<file path="src/rtl/regfile_mp.sv">
// Multi-port register file: NUM_RD registered read ports, two write ports, and a
// sequenced full-array clear. Define REGFILE_BYPASS_EN for same-edge write-to-read forwarding.
module regfile_mp #(
   parameter int unsigned DATA_W   = 32,
   parameter int unsigned DEPTH    = 32,
   parameter int unsigned ADDR_W   = $clog2(DEPTH),
   parameter int unsigned NUM_RD   = 2,
   parameter int unsigned ZERO_REG = 1
) (
   input  logic                     clk,
   input  logic                     reset,
   input  logic [NUM_RD-1:0]        rd_en,
   input  logic [NUM_RD*ADDR_W-1:0] raddr,
   output logic [NUM_RD*DATA_W-1:0] rdata,
   output logic [NUM_RD-1:0]        rvalid,
   input  logic                     we0,
   input  logic [ADDR_W-1:0]        waddr0,
   input  logic [DATA_W-1:0]        wdata0,
   input  logic                     we1,
   input  logic [ADDR_W-1:0]        waddr1,
   input  logic [DATA_W-1:0]        wdata1,
   input  logic                     clr_req,
   output logic                     busy
);

   localparam bit ZeroOn = (ZERO_REG != 0);

   typedef enum logic [0:0] {StIdle, StClear} state_e;

   state_e                    state_q;
   logic [ADDR_W-1:0]         clr_ptr_q;
   logic [DATA_W-1:0]         mem [DEPTH];
   logic [NUM_RD*DATA_W-1:0]  rdata_q;
   logic [NUM_RD-1:0]         rvalid_q;
   logic                      wr0_ok;
   logic                      wr1_ok;
   logic [DATA_W-1:0]         rd_val [NUM_RD];

   assign busy   = (state_q == StClear);
   assign rdata  = rdata_q;
   assign rvalid = rvalid_q;

   always_ff @(posedge clk) begin
      if (reset) begin
         state_q   <= StClear;
         clr_ptr_q <= '0;
      end else begin
         case (state_q)
            StIdle: begin
               if (clr_req) begin
                  state_q   <= StClear;
                  clr_ptr_q <= '0;
               end
            end
            StClear: begin
               if (clr_ptr_q == ADDR_W'(DEPTH - 1)) begin
                  state_q   <= StIdle;
                  clr_ptr_q <= '0;
               end else begin
                  clr_ptr_q <= clr_ptr_q + ADDR_W'(1);
               end
            end
            default: state_q <= StIdle;
         endcase
      end
   end

   // Port 1 wins a same-address collision, so port 0 is suppressed rather than overwritten.
   always_comb begin
      wr0_ok = we0 && !busy && !(ZeroOn && (waddr0 == '0)) && !(we1 && (waddr1 == waddr0));
      wr1_ok = we1 && !busy && !(ZeroOn && (waddr1 == '0));
   end

   // Storage has no reset; the clear sequencer is the only initialiser.
   always_ff @(posedge clk) begin
      if (!reset) begin
         if (busy) begin
            mem[clr_ptr_q] <= '0;
         end else begin
            if (wr0_ok) mem[waddr0] <= wdata0;
            if (wr1_ok) mem[waddr1] <= wdata1;
         end
      end
   end

   always_comb begin
      for (int p = 0; p < NUM_RD; p++) begin
         rd_val[p] = mem[raddr[p*ADDR_W +: ADDR_W]];
         if (ZeroOn && (raddr[p*ADDR_W +: ADDR_W] == '0)) begin
            rd_val[p] = '0;
`ifdef REGFILE_BYPASS_EN
         end else if (wr1_ok && (waddr1 == raddr[p*ADDR_W +: ADDR_W])) begin
            rd_val[p] = wdata1;
         end else if (wr0_ok && (waddr0 == raddr[p*ADDR_W +: ADDR_W])) begin
            rd_val[p] = wdata0;
`endif
         end
      end
   end

   always_ff @(posedge clk) begin
      if (reset) begin
         rdata_q  <= '0;
         rvalid_q <= '0;
      end else begin
         for (int p = 0; p < NUM_RD; p++) begin
            rvalid_q[p] <= rd_en[p] && !busy;
            if (rd_en[p] && !busy) rdata_q[p*DATA_W +: DATA_W] <= rd_val[p];
         end
      end
   end

endmodule

</file>
<file path="config.mk">
export PLATFORM = sky130hd
export DESIGN_NAME = regfile_mp
export DESIGN_NICKNAME = d
export VERILOG_FILES = /design/src/rtl/regfile_mp.sv
export SDC_FILE = /design/constraint.sdc
export NUM_CORES = 2
export LEC_CHECK = 0
export ABC_AREA = 0
export CAP_MARGIN = 20
export CORE_MARGIN = 3
export CORE_UTILIZATION = 25
export CTS_BUF_LIST = sky130_fd_sc_hd__clkbuf_2
export DETAILED_ROUTE_END_ITERATION = 10
export PLACE_DENSITY = 0.46
export SYNTH_ARGS = -nofsm -noshare
export SYNTH_HDL_FRONTEND = slang
export SYNTH_SLANG_ARGS = --single-unit
</file>
<file path="constraint.sdc">
create_clock -name clk -period 7.6 [get_ports clk]
set_input_delay 1.52 -clock clk [delete_from_list [all_inputs] [get_ports clk]]
set_output_delay 1.52 -clock clk [all_outputs]
set_load 0.02 [all_outputs]
</file>
==> results.toml <==
[detailed_routing]
route.detailed.vias_per_inst = 5.36
via_count = 47488
route.detailed.wl_per_inst_um = 30.3
dr.first_iter.drc_count = 6062
postRouteWirelength_um = 268000
postRouteAntennaNets = 0
drc = 0
drt_pass1_iterations = 6

[clock_network]
tritoncts_num_sinks = 1096
cts.repair.resized = 0
clock_path_buffers = 4
cts.htree.levels = 5
cts_buffers = 322
buffers_inserted_during_post_cts_setup_optimization = 0
cts_tree = "built"
worstSkewPairLatency_ns = 1.84
cts_hold_buf = 0
clkTransAtPathRegs_ns = 0.11
root_cell_of_the_clock_tree = "sky130_fd_sc_hd__clkbuf_2"

[synth]
asyncSetResetFlopFracSynth = 0
mappedNetlistNets = 5365
yosys_warns = 0
yosysMostFrequentCell = "sky130_fd_sc_hd__nand2_1"
synth_top_area_share = 0.493
yosys_register_bits = 1096
post_synth_most_frequent_cells = "1081 x sky130_fd_sc_hd__nand2_1, 1024 x sky130_fd_sc_hd__edfxtp_1, 940 x sky130_fd_sc_hd__o21ai_0"
dominantRegCellSynth = "sky130_fd_sc_hd__edfxtp_1"
count_of_flip_flops_with_a_built_in_enable_after_synthesis = 1024
avgSynthCellArea_um2 = 11.8
synth.yosys.seq_area_share = 0.516
yosysTopAreaCell = "sky130_fd_sc_hd__edfxtp_1"
synthCells = 5272
synth.distinct_cells = 59
yosys-top-cells-area = "sky130_fd_sc_hd__edfxtp_1 49%, sky130_fd_sc_hd__mux4_2 14%, sky130_fd_sc_hd__o21ai_0 7.5%"
area_of_the_mapped_netlist_um2 = 62400

[grt]
grt_start_max_net_pins = 87
grt-ovfl-total = 0
number_of_antenna_violations_at_the_first_check_in_global_routing = 23
grt.total_usage = 0.204
first_global_vias = 46192
first_pass_grt_wire_length_um = 370000

[place]
place.port_buffers = 157
gp_congestion = 0.847
hpwlAfterDp_um = 162000

[power]
power.internal_mw = 8.67
p_per_area_nw_per_um2 = 172
ir_worst_vdd_uv = 88.0
power_share_of_the_sequential_group = 0.541
combPwrFrac = 0.083
power.clock.fraction = 0.376
p_leak_nw = 22.9
report.power.total_mw = 12.1
netSwitchingPower_mw = 3.41
power_switching_share = 0.282

[worst_setup_path]
worst_path_largest_cell_delay_ns = 0.75
crit_family = "flip-flops"
crit-reg2reg-launch = "busy"
cp_buf_inv_count = 1
critical_path_arrival_ns = 3.31
crit_type = "flip-flop to output pin"
critical-path-slowest-cell = "sky130_fd_sc_hd__dfxtp_1"
worst_r2r_path_depth = 5
cp_data_required_time_ns = 6.08
cell_chain_of_the_critical_path = "clkdlybuf4s50_1"
r2r_setup_slack_ns = 3.75
critical_path_peak_fanout = 2
r2r-end = "mem[27][26]"
worst_setup_path_start_kind = "flip-flop"
setup.worst_path.end_class = "output pin"

[status]
status = "completed"

[sta]
timing.final.crit_period_ns = 4.83
fmax_mhz = 207
timing.clock.skew_ns = 0.207
timing_max_transition_violations_final = 0
max_slew.worst_pin.slew_ns = 1.22
period_share = 0.636
tns_ns = 0
grt_setup_unrepaired = "false"
hold_viol_final = 0
slew_headroom = 0.185
setup_viol_count_final = 0

[cells_and_area]
final_layout_size_suffix_gt1_frac = 0.230
final_layout_fill_cell_count = 25313
flow.area_growth_from_synthesis_pct = 12.4
final_nets = 5395

[hold_path]
endpoint_of_the_worst_hold_path = "rdata[45]"
whs_path_depth = 4
hold_path_startpoint = "raddr[5]"
min_path_type = "input port to flip-flop"

[floorplanning]
design.core.area_um2 = 247000
die-height_um = 506
io_pins = 158
chipWidth_um = 506
floorplan.initialDensity = 0.253
fp-row-count = 182
die_area_um2 = 256000

[job]
max_cap_violations = 0
[final cells by class]
type	instances	area (µm²)	share of cell area
Clock inverter	75	398	0.00567
Multi-Input combinational cell	3491	27500	0.392
Sequential cell	1096	32200	0.459
Antenna cell	15	37.5	0.000535
Timing Repair Buffer	347	3320	0.0473
Inverter	44	165	0.00235
Tap cell	3312	4140	0.0591
Clock buffer	477	2390	0.0340
[registers in the layout, summed over array words and instances, names as in the netlist]
register / flops
busy: 1
clr_ptr_q: 5
mem: 1024
rdata: 64
rvalid: 2
[metal layers]
layer  share of wire  vias to the layer above  global-route usage
met4           0.031                        6              0.0706
met5         0.00015                        -                   0
met2            0.45                     2637               0.313
met3           0.096                      456              0.0450
met1            0.43                    24162               0.284
li1                -                    20227                   -
[power by group through the flow]
stage	Combinational (mW)	Sequential [mW]	Clock (mW)
after floorplan	0.595	6.67	0
after global placement	0.993	6.67	0
after detailed placement	0.997	6.68	0
after CTS	0.998	6.54	4.66
after global routing	1.04	6.54	4.94
final	1.00	6.54	4.54
[placed cells by master, fill, tap and decap left out, types with 34 or more instances in the layout]
cell type / instances
sky130_fd_sc_hd__a21oi_1: 43
sky130_fd_sc_hd__a221oi_1: 64
sky130_fd_sc_hd__a22oi_1: 128
sky130_fd_sc_hd__and2_1: 34
sky130_fd_sc_hd__and3_1: 65
sky130_fd_sc_hd__buf_4: 167
sky130_fd_sc_hd__clkbuf_2: 477
sky130_fd_sc_hd__clkdlybuf4s50_1: 145
sky130_fd_sc_hd__clkinv_1: 58
sky130_fd_sc_hd__dfxtp_1: 72
sky130_fd_sc_hd__edfxtp_1: 1024
sky130_fd_sc_hd__inv_1: 44
sky130_fd_sc_hd__mux2_2: 64
sky130_fd_sc_hd__mux2i_1: 293
sky130_fd_sc_hd__mux4_2: 384
sky130_fd_sc_hd__nand2_1: 1078
sky130_fd_sc_hd__o21ai_0: 934
sky130_fd_sc_hd__o21ai_1: 59
[worst max path at each step]
stage	startpoint	endpoint	slack, ns	cells past startpoint
floorplan	waddr1[1]	mem[12][0]	2.19	6
global placement	waddr1[0]	mem[16][27]	2.00	6
detailed placement	waddr1[1]	mem[14][17]	1.94	7
CTS	rdata[63]	rdata[63]	2.52	1
global route	rdata[31]	rdata[31]	2.56	1
finish	rdata[63]	rdata[63]	2.77	1
[per-stage QoR]
step	instances	area (µm²)	hold slack, ns	utilization	setup slack, ns
6_report	8857	70200	0.336	0.284	2.77
5_1_grt	8849	70100	0.170	0.284	2.56
4_1_cts	8835	70000	0.0928	0.283	2.52
3_5_place_dp	8283	67200	0.561	0.272	1.94
3_3_place_gp	8276	67100	0.559	0.271	2.00
2_1_floorplan	5272	62400	0.539	-	2.19
[logic make-up (layout without fill, tap and decap cells)]
| kind of cell | Yosys count | after routing | synth area share |
|---|---|---|---|
| AOI/OAI and AO/OA | 1418 | 1418 | 0.138 |
| and+or+nand+nor | 1325 | 1325 | 0.0909 |
| DFF | 1096 | 1096 | 0.516 |
| muxes | 741 | 741 | 0.197 |
| buffers and inverters | 685 | 943 | 0.0572 |
| xor gates and xnor gates | 5 | 5 | 0.000701 |
| adders and majority gates | 2 | 2 | 0.000401 |
| other | 0 | 15 | 0 |
[worst reg2reg max path, cell delays in order, from the launching register on]
cell	delay, ns
sky130_fd_sc_hd__dfxtp_1	0.70
sky130_fd_sc_hd__inv_1	0.29
sky130_fd_sc_hd__nor2_1	0.24
sky130_fd_sc_hd__nand3_1	0.70
sky130_fd_sc_hd__o221ai_4	0.93
sky130_fd_sc_hd__buf_4	0.62
(Power assumes the default switching activity.)
